`config.mk`:
```
export PLATFORM = sky130hd
export DESIGN_NAME = flag_ctrl
export DESIGN_NICKNAME = d
export VERILOG_FILES = /design/src/rtl/flag_pkg.sv /design/src/rtl/cond_eval.sv /design/src/rtl/flag_ctrl.sv
export SDC_FILE = /design/constraint.sdc
export NUM_CORES = 1
export LEC_CHECK = 0
export ABC_AREA = 0
export CAP_MARGIN = 10
export CORE_UTILIZATION = 50
export CTS_CLUSTER_DIAMETER = 30
export DETAILED_ROUTE_END_ITERATION = 10
export GPL_TIMING_DRIVEN = 0
export PLACE_DENSITY = 0.91
export RECOVER_POWER = 100
export SYNTH_ARGS = -nofsm -noshare
export SYNTH_HDL_FRONTEND = slang
export SYNTH_SLANG_ARGS = --single-unit
```
`constraint.sdc`:
```
create_clock -name clk -period 2.3 [get_ports clk]
set_clock_uncertainty 0.05 [all_clocks]
set_input_delay 0.69 -clock clk [delete_from_list [all_inputs] [get_ports clk]]
set_output_delay 0.69 -clock clk [all_outputs]
set_load 0.005 [all_outputs]
```
`src/rtl/flag_pkg.sv`:
```
// Shared types for the status-flag controller and the branch unit:
// flag bit positions, the packed flag word and the condition-code encoding.
package flag_pkg;

  localparam int unsigned FLAG_W = 4;

  localparam int unsigned FLAG_Z = 0;
  localparam int unsigned FLAG_C = 1;
  localparam int unsigned FLAG_V = 2;
  localparam int unsigned FLAG_N = 3;

  // Bit 3 down to bit 0: sign, overflow, carry, zero.
  typedef struct packed {
    logic n;
    logic v;
    logic c;
    logic z;
  } flags_t;

  typedef enum logic [3:0] {
    COND_EQ = 4'd0,
    COND_NE = 4'd1,
    COND_CS = 4'd2,
    COND_CC = 4'd3,
    COND_MI = 4'd4,
    COND_PL = 4'd5,
    COND_VS = 4'd6,
    COND_VC = 4'd7,
    COND_HI = 4'd8,
    COND_LS = 4'd9,
    COND_GE = 4'd10,
    COND_LT = 4'd11,
    COND_GT = 4'd12,
    COND_LE = 4'd13,
    COND_AL = 4'd14,
    COND_NV = 4'd15
  } cond_e;

  // Replace only the flags selected by mask with the ALU result.
  function automatic flags_t alu_merge(input flags_t cur,
                                       input logic [FLAG_W-1:0] val,
                                       input logic [FLAG_W-1:0] mask);
    logic [FLAG_W-1:0] cur_v;
    cur_v = cur;
    return flags_t'((cur_v & ~mask) | (val & mask));
  endfunction

endpackage

```
`src/rtl/cond_eval.sv`:
```
// Combinational condition-code evaluator; shared between the flag
// controller and the branch unit.
module cond_eval
  import flag_pkg::*;
(
  input  cond_e  i_cond,
  input  flags_t i_flags,
  output logic   o_cond_true
);

  logic [FLAG_W-1:0] w_f;
  logic              w_z;
  logic              w_c;
  logic              w_v;
  logic              w_n;

  assign w_f = i_flags;
  assign w_z = w_f[FLAG_Z];
  assign w_c = w_f[FLAG_C];
  assign w_v = w_f[FLAG_V];
  assign w_n = w_f[FLAG_N];

  always_comb begin
    o_cond_true = 1'b0;
    case (i_cond)
      COND_EQ: o_cond_true = w_z;
      COND_NE: o_cond_true = ~w_z;
      COND_CS: o_cond_true = w_c;
      COND_CC: o_cond_true = ~w_c;
      COND_MI: o_cond_true = w_n;
      COND_PL: o_cond_true = ~w_n;
      COND_VS: o_cond_true = w_v;
      COND_VC: o_cond_true = ~w_v;
      COND_HI: o_cond_true = w_c & ~w_z;
      COND_LS: o_cond_true = ~w_c | w_z;
      COND_GE: o_cond_true = (w_n == w_v);
      COND_LT: o_cond_true = (w_n != w_v);
      COND_GT: o_cond_true = ~w_z & (w_n == w_v);
      COND_LE: o_cond_true = w_z | (w_n != w_v);
      COND_AL: o_cond_true = 1'b1;
      COND_NV: o_cond_true = 1'b0;
      default: o_cond_true = 1'b0;
    endcase
  end

endmodule

```
`src/rtl/flag_ctrl.sv`:
```
// Architectural Z/C/V/N flag owner: arbitrates ALU, direct and stack writes,
// keeps the interrupt flag stack, and evaluates the current condition code.
module flag_ctrl
  import flag_pkg::*;
#(
  parameter int unsigned DEPTH = 4
) (
  input  logic                       clk,
  input  logic                       reset,
  input  logic                       alu_valid,
  input  logic [FLAG_W-1:0]          alu_flags,
  input  logic [FLAG_W-1:0]          alu_mask,
  input  logic                       wr_en,
  input  logic [FLAG_W-1:0]          wr_data,
  input  logic                       push,
  input  logic                       pop,
  input  logic                       err_clr,
  input  logic [3:0]                 cond,
  output logic [FLAG_W-1:0]          flags,
  output logic                       cond_true,
  output logic [$clog2(DEPTH+1)-1:0] depth,
  output logic                       full,
  output logic                       empty,
  output logic                       err
);

  localparam int unsigned CNT_W = $clog2(DEPTH + 1);
  localparam int unsigned IDX_W = (DEPTH > 1) ? $clog2(DEPTH) : 1;

  flags_t           r_flags;
  flags_t           r_stack [DEPTH];
  logic [CNT_W-1:0] r_depth;
  logic             r_err;

  logic             w_full;
  logic             w_empty;
  logic [IDX_W-1:0] w_top_idx;
  logic [IDX_W-1:0] w_push_idx;
  flags_t           w_top;
  logic             w_push_ok;
  logic             w_pop_ok;
  logic             w_swap;
  logic             w_err_set;
  flags_t           w_flags_nxt;

  assign w_full     = (r_depth == CNT_W'(DEPTH));
  assign w_empty    = (r_depth == '0);
  assign w_top_idx  = IDX_W'(r_depth - CNT_W'(1));
  assign w_push_idx = IDX_W'(r_depth);
  assign w_top      = r_stack[w_top_idx];

  // A lone push/pop acts only when there is room/data; push+pop swaps with the top.
  assign w_push_ok = push & ~pop & ~w_full;
  assign w_pop_ok  = pop & ~push & ~w_empty;
  assign w_swap    = push & pop & ~w_empty;
  assign w_err_set = (push & ~pop & w_full) | (pop & w_empty);

  always_comb begin
    w_flags_nxt = r_flags;
    if (w_pop_ok || w_swap) begin
      w_flags_nxt = w_top;
    end else if (wr_en) begin
      w_flags_nxt = flags_t'(wr_data);
    end else if (alu_valid) begin
      w_flags_nxt = alu_merge(r_flags, alu_flags, alu_mask);
    end
  end

  // Stack entries always capture the flags as they were before this edge.
  always_ff @(posedge clk or posedge reset) begin
    if (reset) begin
      r_flags <= '0;
      r_depth <= '0;
      r_err   <= 1'b0;
      r_stack <= '{default: '0};
    end else begin
      r_flags <= w_flags_nxt;
      if (w_push_ok) begin
        r_stack[w_push_idx] <= r_flags;
        r_depth             <= r_depth + CNT_W'(1);
      end else if (w_pop_ok) begin
        r_depth <= r_depth - CNT_W'(1);
      end else if (w_swap) begin
        r_stack[w_top_idx] <= r_flags;
      end
      if (w_err_set) begin
        r_err <= 1'b1;
      end else if (err_clr) begin
        r_err <= 1'b0;
      end
    end
  end

  cond_eval u_cond_eval (
    .i_cond      (cond_e'(cond)),
    .i_flags     (r_flags),
    .o_cond_true (cond_true)
  );

  assign flags = r_flags;
  assign depth = r_depth;
  assign full  = w_full;
  assign empty = w_empty;
  assign err   = r_err;

endmodule

```
==> impl_metrics.ini <==
[die]
core-area_sq_mm = 0.00285
io_pins = 34
placementRows = 19
initial_core_util = 0.546
die_area_sq_mm = 0.00335
die_y_microns = 57.8
die_x_microns = 57.8

[placed_design]
dpl.hpwl_microns = 2370
dp.cells = 193
port_buffers = 32
gp_congestion = 0.857

[critical_path]
cp_top_family = compound AO/OA/AOI/OAI gates
setup.worst_path.class = primary input to output port
worst-path-buf-inv = 2
required_ns = 1.56
cp-start-kind = primary input
setup.worst_path.start = cond[3]
path_cells = buf_8 > xnor2_2 > o311a_1 > o311ai_4 > xnor2_1 > buf_2
crit_arrival_ns = 1.66
cp_max_fo = 5
cp_slowest_cell = o311a_1
r2r-start = depth[0]
cp-end-kind = output port
critical-path-max-stage-delay_ns = 0.38

[power_and_ir_drop]
p_int_mw = 1.54
ir_drop_mv = 0.839
finalPower_mw = 2.40
power.leakage_nw = 0.917
p_sw_frac = 0.360
p_sw_uw = 866
clockPowerShare = 0.090
p_comb_frac = 0.593
p_per_area_mw_per_mm2 = 1170
power_frac_seq = 0.317

[cts]
clk_latency_ns = 0.31
ctsHoldBuffers = 0
cts_tree = built
numCtsBuffers = 3
h-tree-depth = 1
cts_sinks = 24
clock_path_buffers = 2
clk_pin_slew_ns = 0.12
ctsRootBufferMaster = clkbuf_4

[timing]
setup_viol = 1
finalMaxSlewViolations = 0
post-route-period-util = 1.04
rsz0062_at_grt = true
fmax_mhz = 417
tightest_slew_ns = 0.841
maxSlewHeadroom = 0.439
fin_ws_ns = -0.0955
hold_viol = 0
final.min_clock_period_ns = 2.40

[grt]
antenna_found_initial = 0
grt_max_degree = 25
grt_pass1_vias = 1218
grt_use_total = 0.229
grt_overflow = 0
grt_pass1_wl_microns = 5740

[synth]
synth_cells = 130
synth_top_area_frac = 0.385
ys_warn_count = 0
synthTopCellsByArea = dfrtp_1 (39%), mux2_2 (9.4%), mux2_4 (7.7%)
yosysSeqAreaShare = 0.385
synthFlopType = dfrtp_1
yosys_register_bits = 24
synth_area_per_cell_sq_um = 12.0
synth_edf_count = 0
async_flop_share = 1.00
ys_types = 39
synth.largest_area_cell = dfrtp_1
syn-num-nets = 159
netlist_area_sq_mm = 0.00156

[detailed_routing]
drc = 6
wl_microns = 3490
drtAntennaViolNets = 0
vias = 1146
initialDrtViolationCount = 52
dr.pass1.iters = 7
via_per_inst = 5.56
drt-wirelength-per-cell_microns = 17.0

[status]
violations = DRC, setup timing
status = finished, violations left

[final_layout]
diodes = 0
syn_to_final_growth_pct = 31.4
fillCellCount = 205
drive_gt1_frac = 0.383
layout.nets = 205
final_cell_mix = clkdlybuf4s50_1 (23), dfrtp_1 (19), nand2_1 (12), mux2_2 (12), buf_4 (10)
final-instance-count-excl-fill = 206
final_common_cell = clkdlybuf4s50_1

[hold_path]
hold_start = r_stack[8]
holdCritPathClass = register to register

[job]
max_cap_viol_count = 0
[logic make-up (layout without fill, tap and decap cells)]
group	Yosys count	in the layout	synth area share
DFF	24	24	0.385
and+or+nand+nor	28	28	0.103
muxes	32	32	0.274
xor gates and xnor gates	8	8	0.0498
buffers and inverters	13	58	0.0490
adders and majority gates	6	6	0.0482
AOI/OAI and AO/OA	19	19	0.0915
[worst paths after layout]
path,endpoint,cells past startpoint,slack (ns)
min,r_stack[8],1,0.47
min in group asynchronous,r_stack[2],2,0.92
min reg2reg,r_stack[8],1,0.47
max,cond_true,6,-0.1
max reg2reg,r_stack[8],7,0.31
max in group asynchronous,asynchronous set/reset pin,2,0.71
[power by group through the flow]
stage | Clock, mW | Sequential, mW | Combinational [mW]
2_1_floorplan | 0 | 0.754 | 0.897
3_3_place_gp | 0 | 0.784 | 1.22
3_5_place_dp | 0 | 0.808 | 1.26
4_1_cts | 0.228 | 0.757 | 1.44
5_1_grt | 0.244 | 0.784 | 1.55
6_report | 0.217 | 0.760 | 1.42
[cell usage after synthesis (all sizes together), types with 2 or more instances]
cell and instances:
a21oi 2, buf 6, dfrtp 24, ha 6, inv 7, mux2 21
mux2i 7, mux4 4, nand2 12, nand3 2, nor2 5, nor3 3
o21ai 9, xnor2 6, xor2 2
[area by class of cell]
cell class                 instances  area (sq um)  share of cell area
buffer                             6          50.0              0.0244
tap                               31          38.8              0.0189
timing repair buffer              41           388               0.189
multi-input combinational         93           900               0.439
clock buffer                       4          36.3              0.0177
sequential                        24           607               0.296
inverter                           7          28.8              0.0141
[worst register-to-register path, stage by stage, from the launching register on]
cell	delay [ns]
dfrtp_2	0.42
inv_4	0.04
ha_1	0.20
buf_6	0.13
inv_1	0.16
o21ai_4	0.10
nor2_1	0.42
mux2_1	0.37
[timing repair]
| item | 4_1_cts | 5_1_grt |
|---|---|---|
| resized for setup | 33 | 12 |
| endpoints found under the setup margin | 3 | 3 |
| buffers inserted | 9 | 0 |
| gates cloned | 0 | 0 |
| pin swaps | 2 | 4 |
[per-layer routing]
layer,up-vias,track usage,part of all wire
li1,558,-,-
met1,540,0.282,0.41
met2,42,0.406,0.52
met3,6,0.0201,0.050
met4,0,0.112,0.021
met5,-,0,0
[through the flow]
step	hold slack (ns)	instance area (sq um)	TNS, ns	utilization	setup WS [ns]
finish	0.467	2050	-0.0955	0.718	-0.0955
floorplan	0.424	1560	0	-	0.137
global route	0.476	2050	-0.138	0.718	-0.138
CTS	0.472	2040	-0.0706	0.715	-0.0706
detailed placement	0.440	1920	-1.44	0.672	-0.974
global placement	0.432	1920	-1.30	0.672	-0.952
Power figures use the tool's default switching activity.
